===== config.mk =====
export PLATFORM = sky130hd
export DESIGN_NAME = block_drop_ctrl
export DESIGN_NICKNAME = d
export VERILOG_FILES = /design/src/rtl/block_drop_ctrl_pkg.sv /design/src/rtl/block_drop_ctrl_pixel_counter.sv /design/src/rtl/block_drop_ctrl.sv
export SDC_FILE = /design/constraint.sdc
export NUM_CORES = 1
export LEC_CHECK = 0
export BUFFER_PORTS_ARGS = -buffer_cell sky130_fd_sc_hd__buf_2
export CORE_ASPECT_RATIO = 1.4
export CORE_MARGIN = 4
export CORE_UTILIZATION = 30
export DETAILED_ROUTE_END_ITERATION = 8
export PLACE_DENSITY = 0.52
export SETUP_SLACK_MARGIN = 0.1
export SYNTH_ARGS = -nofsm -noshare
export SYNTH_HDL_FRONTEND = slang
export SYNTH_SLANG_ARGS = --single-unit

===== constraint.sdc =====
create_clock -name clock -period 8.49 [get_ports clock]
set_clock_uncertainty 0.15 [all_clocks]
set_input_delay 1.698 -clock clock [delete_from_list [all_inputs] [get_ports clock]]
set_output_delay 1.698 -clock clock [all_outputs]
set_load 0.1 [all_outputs]

===== src/rtl/block_drop_ctrl_pkg.sv =====
// Shared types and constants for the falling-block controller: FSM encoding,
// playfield geometry, colours and pixel-address helpers.
package block_drop_ctrl_pkg;

  typedef enum logic [2:0] {
    ST_IDLE   = 3'd0,
    ST_DRAW   = 3'd1,
    ST_WAIT   = 3'd2,
    ST_ERASE  = 3'd3,
    ST_UPDATE = 3'd4
  } state_t;

  localparam int unsigned BLK_SIZE = 4;
  localparam int unsigned SCREEN_W = 160;
  localparam int unsigned SCREEN_H = 120;

  localparam logic [7:0] START_X = 8'd76;
  localparam logic [7:0] START_Y = 8'd0;
  localparam logic [7:0] X_MAX   = 8'(SCREEN_W - BLK_SIZE);
  localparam logic [7:0] Y_MAX   = 8'(SCREEN_H - BLK_SIZE);

  localparam logic [2:0] BLK_COLOUR = 3'b100;
  localparam logic [2:0] BG_COLOUR  = 3'b000;

  // Pixel counter walks the block row-major: low bits are the column.
  function automatic logic [7:0] pix_x(input logic [7:0] base, input logic [3:0] cnt);
    return base + {6'd0, cnt[1:0]};
  endfunction

  function automatic logic [6:0] pix_y(input logic [7:0] base, input logic [3:0] cnt);
    logic [7:0] sum;
    sum = base + {6'd0, cnt[3:2]};
    return sum[6:0];
  endfunction

endpackage


===== src/rtl/block_drop_ctrl_pixel_counter.sv =====
// 4-bit pixel counter for one 4x4 block pass, with synchronous clear/enable,
// terminal flag at 15 and a look-ahead of the next count.
module block_pixel_counter (
  input  logic       clock,
  input  logic       resetn,
  input  logic       clear,
  input  logic       enable,
  output logic [3:0] cnt,
  output logic [3:0] cnt_next,
  output logic       terminal
);

  logic [3:0] cnt_q;
  logic [3:0] cnt_d;

  always_comb begin
    cnt_d = cnt_q;
    if (clear) begin
      cnt_d = 4'd0;
    end else if (enable) begin
      cnt_d = cnt_q + 4'd1;
    end
  end

  always_ff @(posedge clock) begin
    if (!resetn) begin
      cnt_q <= 4'd0;
    end else begin
      cnt_q <= cnt_d;
    end
  end

  assign cnt      = cnt_q;
  assign cnt_next = cnt_d;
  assign terminal = (cnt_q == 4'hF);

endmodule


===== src/rtl/block_drop_ctrl.sv =====
// Drops a 4x4 block one row per step tick via erase/update/redraw pixel plots.
// Define BLOCK_DROP_WRAP_EN to wrap back to the top row instead of landing.
module block_drop_ctrl
  import block_drop_ctrl_pkg::*;
(
  input  logic       clock,
  input  logic       resetn,
  input  logic       go,
  input  logic       step,
  input  logic       move_left,
  input  logic       move_right,
  output logic [7:0] x_out,
  output logic [6:0] y_out,
  output logic [2:0] colour_out,
  output logic       plot,
  output logic       busy,
  output logic       landed,
  output state_t     dbg_state
);

  state_t     state_q, state_d;
  logic [7:0] x_pos_q, x_pos_d;
  logic [7:0] y_pos_q, y_pos_d;
  logic       pend_l_q, pend_l_d;
  logic       pend_r_q, pend_r_d;
  logic [7:0] x_out_q, x_out_d;
  logic [6:0] y_out_q, y_out_d;
  logic [2:0] colour_q, colour_d;
  logic       plot_q, plot_d;
  logic       busy_q, busy_d;
  logic       landed_q, landed_d;

  logic       cnt_clear;
  logic       cnt_en;
  logic [3:0] cnt;
  logic [3:0] cnt_next;
  logic       cnt_last;
  logic       at_bottom;
  logic       step_ok;

  block_pixel_counter u_pix_cnt (
    .clock    (clock),
    .resetn   (resetn),
    .clear    (cnt_clear),
    .enable   (cnt_en),
    .cnt      (cnt),
    .cnt_next (cnt_next),
    .terminal (cnt_last)
  );

  assign at_bottom = (y_pos_q == Y_MAX);
`ifdef BLOCK_DROP_WRAP_EN
  assign step_ok = step;
`else
  assign step_ok = step && !at_bottom;
`endif

  always_comb begin
    state_d   = state_q;
    x_pos_d   = x_pos_q;
    y_pos_d   = y_pos_q;
    // Move requests stay sticky until UPDATE consumes them.
    pend_l_d  = pend_l_q | move_left;
    pend_r_d  = pend_r_q | move_right;
    cnt_clear = 1'b0;
    cnt_en    = 1'b0;
    case (state_q)
      ST_IDLE: begin
        if (go) begin
          state_d   = ST_DRAW;
          cnt_clear = 1'b1;
        end
      end
      ST_DRAW: begin
        if (cnt_last) begin
          state_d   = ST_WAIT;
          cnt_clear = 1'b1;
        end else begin
          cnt_en = 1'b1;
        end
      end
      ST_WAIT: begin
        if (step_ok) begin
          state_d   = ST_ERASE;
          cnt_clear = 1'b1;
        end
      end
      ST_ERASE: begin
        if (cnt_last) begin
          state_d   = ST_UPDATE;
          cnt_clear = 1'b1;
        end else begin
          cnt_en = 1'b1;
        end
      end
      ST_UPDATE: begin
        state_d   = ST_DRAW;
        cnt_clear = 1'b1;
        pend_l_d  = 1'b0;
        pend_r_d  = 1'b0;
        if (pend_l_q && !pend_r_q && (x_pos_q != 8'd0)) begin
          x_pos_d = x_pos_q - 8'd1;
        end else if (pend_r_q && !pend_l_q && (x_pos_q != X_MAX)) begin
          x_pos_d = x_pos_q + 8'd1;
        end
        if (y_pos_q < Y_MAX) begin
          y_pos_d = y_pos_q + 8'd1;
        end
`ifdef BLOCK_DROP_WRAP_EN
        else begin
          y_pos_d = START_Y;
        end
`endif
      end
      default: begin
        state_d   = ST_IDLE;
        cnt_clear = 1'b1;
      end
    endcase
  end

  // Outputs are registered from next-state values so they line up with state_q.
  always_comb begin
    plot_d   = (state_d == ST_DRAW) || (state_d == ST_ERASE);
    busy_d   = plot_d || (state_d == ST_UPDATE);
    x_out_d  = plot_d ? pix_x(x_pos_d, cnt_next) : 8'd0;
    y_out_d  = plot_d ? pix_y(y_pos_d, cnt_next) : 7'd0;
    colour_d = (state_d == ST_DRAW) ? BLK_COLOUR : BG_COLOUR;
`ifdef BLOCK_DROP_WRAP_EN
    landed_d = 1'b0;
`else
    landed_d = (state_d == ST_WAIT) && (y_pos_d == Y_MAX);
`endif
  end

  always_ff @(posedge clock) begin
    if (!resetn) begin
      state_q  <= ST_IDLE;
      x_pos_q  <= START_X;
      y_pos_q  <= START_Y;
      pend_l_q <= 1'b0;
      pend_r_q <= 1'b0;
      x_out_q  <= 8'd0;
      y_out_q  <= 7'd0;
      colour_q <= 3'd0;
      plot_q   <= 1'b0;
      busy_q   <= 1'b0;
      landed_q <= 1'b0;
    end else begin
      state_q  <= state_d;
      x_pos_q  <= x_pos_d;
      y_pos_q  <= y_pos_d;
      pend_l_q <= pend_l_d;
      pend_r_q <= pend_r_d;
      x_out_q  <= x_out_d;
      y_out_q  <= y_out_d;
      colour_q <= colour_d;
      plot_q   <= plot_d;
      busy_q   <= busy_d;
      landed_q <= landed_d;
    end
  end

  assign x_out      = x_out_q;
  assign y_out      = y_out_q;
  assign colour_out = colour_q;
  assign plot       = plot_q;
  assign busy       = busy_q;
  assign landed     = landed_q;
  assign dbg_state  = state_q;

  // cnt itself is only observed through cnt_next and the terminal flag.
  logic unused_cnt;
  assign unused_cnt = ^cnt;

endmodule


* After elaboration in Yosys (flattened, before gate mapping) *
Cells that the tools add are included.

storage, ports and cells
  register bits after elaboration = 46
  input bits = 6
  output and inout port bits = 24
  logic and storage cells = 69

cells by class
  add/sub/neg operators = 6
  $lt $le $gt $ge = 1
  equality and inequality tests = 12
  multiplexer cells = 19
  bitwise logic cells = 3
  reduce and logical (&&, ||, !) cells = 16

operators with widths
  cell                   count
  $mux W8                5
  $add A8 B1 Y8 const B  2
  $eq A8 B7 Y1 const B   2
  $mux W3                5
  $pmux W3 S5            1
  $eq A3 B2 Y1 const B   4
  $add A8 B2 Y8          1
  $lt A8 B7 Y1 const B   1
  $mux W4                2
  $ne A8 B8 Y1 const B   1
  $reduce_bool A8 Y1     1
  $sub A8 B1 Y8 const B  1
  $add A7 B2 Y7          1
  $eq A3 B1 Y1 const B   2
  $eq A3 B3 Y1 const B   2
  $logic_and A1 B1 Y1    6
  $mux W1                5
  $add A4 B1 Y4 const B  1
  $eq A4 B4 Y1 const B   1
  $reduce_or A2 Y1       2
  $logic_not A1 Y1       3
  $logic_not A3 Y1       1
  $pmux W1 S3            1
  $logic_or A1 B1 Y1     2
  other kinds (3)        4

* Logic depth before layout (Yosys ltp) *
Gate-level depths: netlist (run 1).

  depth in word-level cells = 8
  mapped depth = 15
  mapped depth without buffers = 15

* Modules after synthesis *
Synthesis (run 1) repeated with hierarchy kept, for this count alone.

unflattened totals
  cell total of the unflattened synthesis = 251
  area, all modules = 2344.7 um2

by module, submodules not included
  module               instances  cells each  area each (um2)  sequential area each (um2)
  block_drop_ctrl      1          226         2105.8           800.8
  block_pixel_counter  1          25          239.0            80.1

* Worst setup path after synthesis (run 1) *
OpenSTA, ideal clock, no wires.

  path kind = input to register
  start = in step
  end = reg y_out_q[6] (netlist: y_out[6])
  setup time = 128 ps
  data arrival time = 3714 ps
  data required time = 8212 ps
  setup slack = 4498 ps
  stages on the path = 11
  buffers on the path = 0
  cell sequence = o311ai_0 -> a21oi_1 -> or3_1 -> a211oi_2 -> inv_1 -> fa_1 -> inv_1 -> o221ai_1 -> nor3_1 -> xor2_1 -> nor2_1

between the ends
  elaborated cells between the ends (all ways) = 11
  classes of those cells = add/sub (1); eq/ne (2); mux (5); reduce/logical (3)

RTL lines
  what                  line                                 RTL
  from (decl)           block_drop_ctrl.sv:9                 input logic step,
  $logic_and A1 B1 Y1   block_drop_ctrl.sv:55                assign step_ok = step && !at_bottom;
  $mux W1               block_drop_ctrl.sv:83                if (step_ok) begin
  $pmux W1 S3           block_drop_ctrl.sv:67                case (state_q)
  $mux W4               block_drop_ctrl_pixel_counter.sv:18  if (clear) begin
  net cnt_next[3]       block_drop_ctrl.sv:36                logic [3:0] cnt_next;
  $add A7 B2 Y7         block_drop_ctrl_pkg.sv:32            sum = base + {6'd0, cnt[3:2]};
  to (signal assigned)  block_drop_ctrl.sv:156               y_out_q <= y_out_d;
  to (decl)             block_drop_ctrl.sv:27                logic [6:0] y_out_q, y_out_d;

The timed path passes the listed nets, and every way through them passes these cells.
A chain may end at the register's enable or synchronous reset.

* Final worst setup path (run 1) *
Ends and elaborated chain as after synthesis.

==> impl_metrics.json, run 1 <==
{
  "status": "finished, final reports clean",
  "slew_violations": 0,
  "cts_resized": 0,
  "syn_area_per_cell_um2": 8.62,
  "setup_violations": 0,
  "synthToLayoutAreaGrowth_pct": 12.9,
  "crit_path_max_fanout": 5,
  "grt_max_degree": 15,
  "std_cell_rows": 38,
  "max_slew_margin_pct": 55.7,
  "antenna_found_initial": 0,
  "port_buffers": 27,
  "cts_setup_buffers": 0,
  "worst_ep_required_time_ps": 8540,
  "drtAntennaViolNets": 0,
  "hpwl_um": 4470,
  "max-vdd-ir-drop_mv": 0.0755,
  "clk_latency_ps": 310,
  "crit_family": "simple AND/OR/NAND/NOR gates",
  "tns_ps": 0,
  "clkTransAtPathRegs_ps": 80,
  "grtUsageMet2_pct": 25.1,
  "met1_usage_pct": 13.1,
  "hold_class": "reg2reg",
  "busiest_layer": "met2",
  "wirelength_um": 5820,
  "via_count": 2036,
  "drive_gt1_share_pct": 15.3,
  "rsz0062_at_grt": "no",
  "synth-main-ff-cell": "dfxtp_1",
  "grt_usage_pct": 12.9,
  "start_kind": "primary input",
  "cts_tree": "built",
  "p_leak_nw": 1.15,
  "n_antenna_cell": 0,
  "drtPass1Iterations": 4,
  "drt_first_iter_violations": 109,
  "use_met3_pct": 2.33,
  "final_cell_mix": "46 x nor2_1, 44 x dfxtp_1, 27 x buf_2",
  "cellPowerDensity_nw_per_um2": 157,
  "synth-edff-count": 0,
  "clock-sinks": 44,
  "crit_path_cell_trace": "buf_2 > o311ai_0 > a21oi_1 > or3_1 > a211oi_2 > inv_1 > fa_1 > inv_1 > o221ai_1 > nor3_1 > xor2_1 > nor2_1",
  "netlist_area_um2": 2380,
  "ios": 30,
  "synthArstFlopShare_pct": 0,
  "layout_commonest_cell": "nor2_1",
  "die-area_um2": 9440,
  "hold_buffers": 0,
  "gr-total-overflow": 0,
  "die_h_um": 113,
  "cp-end-kind": "flop",
  "netlist_instances": 276,
  "path_class": "in2reg",
  "fmax_mhz": 255,
  "fin_crit_ps": 3910,
  "synth_cell_type_count": 57,
  "power_w": 0.000422,
  "clock_path_buffers": 2,
  "synth-seq-area-share_pct": 37.0,
  "cp_common_cell": "inv_1",
  "tightest_slew_ps": 663,
  "critPathBufInv": 3,
  "ys_ff_latch": 44,
  "cp_slowest_stage_delay_ps": 470,
  "hold_violations": 0,
  "die-width_um": 83.3,
  "nets": 317,
  "yosysWarnings": 0,
  "worst_path_max_delay_cell": "fa_1",
  "core_um2": 7750,
  "initial_utilization_pct": 30.7,
  "wl_per_cell_um": 14.5,
  "arrival_ps": 3960,
  "cts_made_buffers": 5,
  "cts_max_level": 2,
  "place.gp.congestion": 0.875,
  "min_period_over_period_pct": 46.1,
  "grt_pass1_vias": 2064,
  "grt_pass1_wl_um": 9830,
  "cap_violations": 0,
  "via_per_inst": 5.08,
  "cts-root-buf": "clkbuf_8",
  "drc": 0
}
==> cell families (layout without fill, tap and decap cells) <==
family / after synthesis / after routing / synth area share (%)
AND/OR/NAND/NOR: 124 / 124 / 28.4
multiplexers: 6 / 6 / 2.53
other: 1 / 2 / 0.158
XOR/XNOR: 17 / 17 / 6.26
buffers and inverters: 28 / 52 / 5.10
AO/OA/AOI/OAI: 45 / 45 / 14.2
flip-flops: 44 / 44 / 37.0
adder cells (fa/ha/maj): 11 / 11 / 6.42
==> worst paths after layout <==
kind	start	cells past startpoint	slack, ps	end
setup / recovery	step	12	4580	y_out[6]$_SDFF_PN0_
hold / removal	pend_l_q$_SDFF_PP0_	2	380	pend_l_q$_SDFF_PP0_
setup reg to reg	y_pos_q[7]$_SDFF_PN0_	12	5040	y_out[6]$_SDFF_PN0_
hold reg to reg	pend_l_q$_SDFF_PP0_	2	380	pend_l_q$_SDFF_PP0_
==> registers in the layout, indices dropped and copies added, names as in the netlist <==
signal         count
pend_l_q           1
x_out              8
landed             1
x_pos_q            8
plot               1
pend_r_q           1
dbg_state          3
y_out              7
y_pos_q            8
colour_out         1
busy               1
u_pix_cnt.cnt      4
==> per-layer routing <==
layer / wire, um / vias to the layer above
met2: 3210 / 35
met1: 2280 / 969
li1: - / 1017
met5: 0 / -
met3: 170 / 15
met4: 156 / 0
==> per-stage QoR <==
stage | worst slack (ps) | area, um^2 | utilization (%) | std cells | hold WS [ps]
floorplan | 4500 | 2380 | - | 277 | 340
global placement | 4300 | 2590 | 33.4 | 393 | 371
detailed placement | 4260 | 2590 | 33.4 | 393 | 375
CTS | 4590 | 2690 | 34.7 | 401 | 389
global route | 4340 | 2690 | 34.7 | 401 | 450
finish | 4580 | 2690 | 34.7 | 401 | 383
==> area by class of cell <==
cell class / instances / area [um^2]
flip-flops and latches: 44 / 881
inverters: 16 / 60.1
repair buffers: 28 / 143
well taps: 100 / 125
fillers: 799 / 5060
multi-input cells: 205 / 1380
clock buffers: 6 / 82.6
clock inverters: 2 / 15.0
==> cell usage after synthesis (3+ instances only) <==
| cell type | n | share of area (%) |
|---|---|---|
| nor2b_1 | 3 | 0.79 |
| dfxtp_1 | 44 | 37 |
| nand3_1 | 3 | 0.63 |
| o21ai_0 | 7 | 1.5 |
| nor2_1 | 46 | 7.3 |
| nand2_1 | 14 | 2.2 |
| o31a_1 | 3 | 1.1 |
| nor4_1 | 7 | 1.8 |
| nand2b_1 | 6 | 1.6 |
| inv_1 | 16 | 2.5 |
| and2_1 | 9 | 2.4 |
| xor2_1 | 6 | 2.2 |
| o221ai_1 | 3 | 1.1 |
| xnor2_1 | 11 | 4.1 |
| ha_1 | 9 | 4.7 |
| a21oi_1 | 7 | 1.5 |
| o2111ai_1 | 3 | 1.1 |
| o211a_1 | 4 | 1.7 |
| or3_1 | 3 | 0.79 |
| nor3_1 | 12 | 2.5 |
| clkbuf_1 | 8 | 1.3 |
| mux2i_1 | 6 | 2.5 |
==> tightest hold or removal path: cells and delay by family (launching register included) <==
kind / cells / cell delay, ps
DFF: 1 / 350
and+or+nand+nor: 2 / 150
==> power by group <==
| group | leakage [nW] | switching (W) | internal (W) |
|---|---|---|---|
| combinational | 0.747 | 0.0000503 | 0.0000123 |
| clock | 0.0434 | 0.0000764 | 0.0000659 |
| sequential | 0.358 | 0.00000495 | 0.000212 |
Note: power is estimated with default switching activity, not from simulation.
==> run 2, diff against run 1 <==
--- a/config.mk
+++ b/config.mk
@@ -5,12 +5,13 @@
 export SDC_FILE = /design/constraint.sdc
 export NUM_CORES = 1
 export LEC_CHECK = 0
+export ABC_AREA = 1
 export BUFFER_PORTS_ARGS = -buffer_cell sky130_fd_sc_hd__buf_2
 export CORE_ASPECT_RATIO = 1.4
 export CORE_MARGIN = 4
 export CORE_UTILIZATION = 30
 export DETAILED_ROUTE_END_ITERATION = 8
-export PLACE_DENSITY = 0.52
+export PLACE_DENSITY = 0.53
 export SETUP_SLACK_MARGIN = 0.1
 export SYNTH_ARGS = -nofsm -noshare
 export SYNTH_HDL_FRONTEND = slang
==> constraint.sdc (replaced) <==
create_clock -name clock -period 3.3 [get_ports clock]
set_clock_uncertainty 0.15 [all_clocks]
set_input_delay 0.66 -clock clock [delete_from_list [all_inputs] [get_ports clock]]
set_output_delay 0.66 -clock clock [all_outputs]
set_load 0.1 [all_outputs]
==> impl_metrics.json, run 2 <==
{
  "drive_gt1_share_pct": 18.6,
  "synth_top_cell_by_area": "dfxtp_1",
  "swShare_pct": 30.6,
  "p_leak_nw": 1.29,
  "cts-root-buf": "clkbuf_8",
  "die-area_um2": 9710,
  "post-synth-top-count-cell": "nand2_1",
  "cts_tree": "built",
  "placed_cell_area_um2": 2710,
  "fill_cells": 858,
  "dr_wl_met3_um": 130,
  "grt_pass1_vias": 2267,
  "yosys.area_share.simple_pct": 37.1,
  "std_cell_rows": 38,
  "crit_path_cell_trace": "ha_1 > nand3_2 > nand2_1 > inv_1 > nand2_1 > inv_1 > nand2_1 > nor3_2 > and2_1 > nor3_2 > inv_1 > fa_1 > nand3b_1 > nor2_2 > nand3_1 > nand2_1 > nor2_1",
  "synth-edff-count": 0,
  "critPathBufInv": 3,
  "worstSetupStartpoint": "u_pix_cnt.cnt[0]$_SDFF_PN0_",
  "rr_startpoint": "u_pix_cnt.cnt[0]$_SDFF_PN0_",
  "drt_first_iter_violations": 59,
  "synthAdderAreaFrac_pct": 6.22,
  "ys_ff_latch": 44,
  "power.internal_w": 0.000715,
  "cp-end-kind": "flop",
  "synth_common_cells": "74 x nand2_1, 50 x nor2_1, 47 x inv_1, 44 x dfxtp_1, 24 x nand3_1",
  "power.switching_w": 0.000315,
  "min-delay-start": "y_pos_q[7]$_SDFF_PN0_",
  "grt_usage_pct": 13.3,
  "core_um2": 7850,
  "drtAntennaViolNets": 0,
  "netlist_area_um2": 2450,
  "wl_per_cell_um": 12.5,
  "power_w": 0.00103,
  "arrival_ps": 2980,
  "gr-total-overflow": 0,
  "synth-compound-area-share_pct": 8.36,
  "tns_ps": 0,
  "wl_met1_um": 2350,
  "clkTransAtPathRegs_ps": 80,
  "synthMuxAreaShare_pct": 0,
  "port_buffers": 27,
  "rsz0062_at_grt": "no",
  "cts_made_buffers": 5,
  "multi_input_area_um2": 1360,
  "holdWs_ps": 321,
  "hold_class": "reg2reg",
  "via_per_inst": 4.62,
  "clock_path_buffers": 2,
  "clk_latency_ps": 290,
  "initial_utilization_pct": 31.3,
  "synth_area_leaders": "dfxtp_1 36%, nand2_1 11%, nor2_1 7.6%",
  "drtPass1Iterations": 4,
  "wl_met2_um": 3480,
  "final_cell_mix": "74 x nand2_1, 49 x nor2_1, 47 x inv_1",
  "layout_commonest_cell": "nand2_1",
  "antenna_found_initial": 0,
  "synth_top_family_by_area": "simple AND/OR/NAND/NOR gates",
  "grt_pass1_wl_um": 10300,
  "die_h_um": 115,
  "synth_cell_type_count": 38,
  "power_frac_clock_pct": 31.7,
  "synth-seq-area-share_pct": 35.9,
  "netlist_instances": 353,
  "cts_max_level": 2,
  "start_kind": "flop",
  "ios": 30,
  "fin_area_um2": 2820,
  "stdcell_count": 487,
  "fin_crit_ps": 2940,
  "wirelength_um": 6100,
  "cellPowerDensity_nw_per_um2": 366,
  "synthToLayoutAreaGrowth_pct": 14.7,
  "via_count": 2249,
  "cp_slowest_stage_delay_ps": 470,
  "yosysWarnings": 0,
  "clock-sinks": 44,
  "n_antenna_cell": 0,
  "regArea_um2": 881,
  "cap_violations": 0,
  "worst_path_max_delay_cell": "fa_1",
  "hold_violations": 0,
  "hpwl_um": 4990,
  "status": "finished, final reports clean",
  "min_period_over_period_pct": 89.0,
  "synth-main-ff-cell": "dfxtp_1",
  "place.gp.congestion": 0.947,
  "dp_cells": 479,
  "setup_violations": 0,
  "nets": 404,
  "syn_area_per_cell_um2": 6.95,
  "drc": 0,
  "crit_path_max_fanout": 4,
  "synthArstFlopShare_pct": 0,
  "cp_common_cell": "nand2_1",
  "crit_family": "simple AND/OR/NAND/NOR gates",
  "p_seq_share_pct": 53.3,
  "grt_max_degree": 14,
  "max-vdd-ir-drop_mv": 0.255,
  "worst_ep_required_time_ps": 3340,
  "fmax_mhz": 341,
  "top_layer_used": "met4",
  "hold_buffers": 0,
  "synth-xor-area-share_pct": 2.80,
  "die-width_um": 84.5,
  "path_class": "reg2reg",
  "yosysTopAreaCellShare_pct": 35.9,
  "combPwrFrac_pct": 15.0,
  "slew_violations": 0
}
-- run 2: final cells by class --
cell class                      count  share of cell area (%)
Multi-Input combinational cell    252                    48.4
Sequential cell                    44                    31.3
Inverter                           53                    7.07
Timing Repair Buffer               31                    5.87
Tap cell                          100                    4.44
Clock buffer                        5                    2.44
Clock inverter                      2                   0.444
-- run 2: cell families (layout without fill, tap and decap cells) --
kind of cell,count (synthesis),in the layout
other cells,1,2
compound gates,36,36
flops,44,44
buf+inv,58,91
simple gates,196,196
xor+xnor,7,7
fa+ha+maj,11,11
-- run 2: worst paths after layout --
check / cells past startpoint / endpoint / slack [ps]
worst max register to register: 17 / y_out[6]$_SDFF_PN0_ / 360
worst min-delay path: 2 / y_pos_q[7]$_SDFF_PN0_ / 320
worst max-delay path: 17 / y_out[6]$_SDFF_PN0_ / 360
worst min register to register: 2 / y_pos_q[7]$_SDFF_PN0_ / 320
-- run 2: per-stage QoR --
stage	utilization, %	worst slack [ps]
after floorplan	-	118
after global placement	34.5	329
after detailed placement	34.5	273
after CTS	35.6	262
after global routing	35.9	34.8
final	35.9	364
-- run 2: worst register-to-register path: stages (launching register included) --
cell      delay [ps]
dfxtp_1          360
ha_1             190
nand3_2          130
nand2_1           80
inv_1             40
nand2_1          100
inv_1             80
nand2_1          100
nor3_2            50
and2_1           140
nor3_2           210
inv_1            100
fa_1             470
nand3b_1         250
nor2_2           180
nand3_1           90
nand2_1           60
nor2_1            40
-- run 2: power by group through the flow --
stage               clock [W]  sequential [W]  combinational, W
floorplan                   0        0.000627         0.0000603
finish               0.000327        0.000549          0.000154
global placement            0        0.000562          0.000156
global route         0.000364        0.000552          0.000166
detailed placement          0        0.000562          0.000155
CTS                  0.000340        0.000550          0.000156
-- run 2: repair_timing --
item | in CTS | in global routing
buffers inserted | 0 | 1
setup endpoints to repair | 0 | 2
gates resized for setup | 0 | 4
-- run 2: per-layer routing --
layer / vias to the layer above / GRT usage [%]
met5: - / 0
met4: 0 / 5.91
met3: 11 / 1.79
met2: 38 / 26.8
met1: 1026 / 13.4
li1: 1174 / -
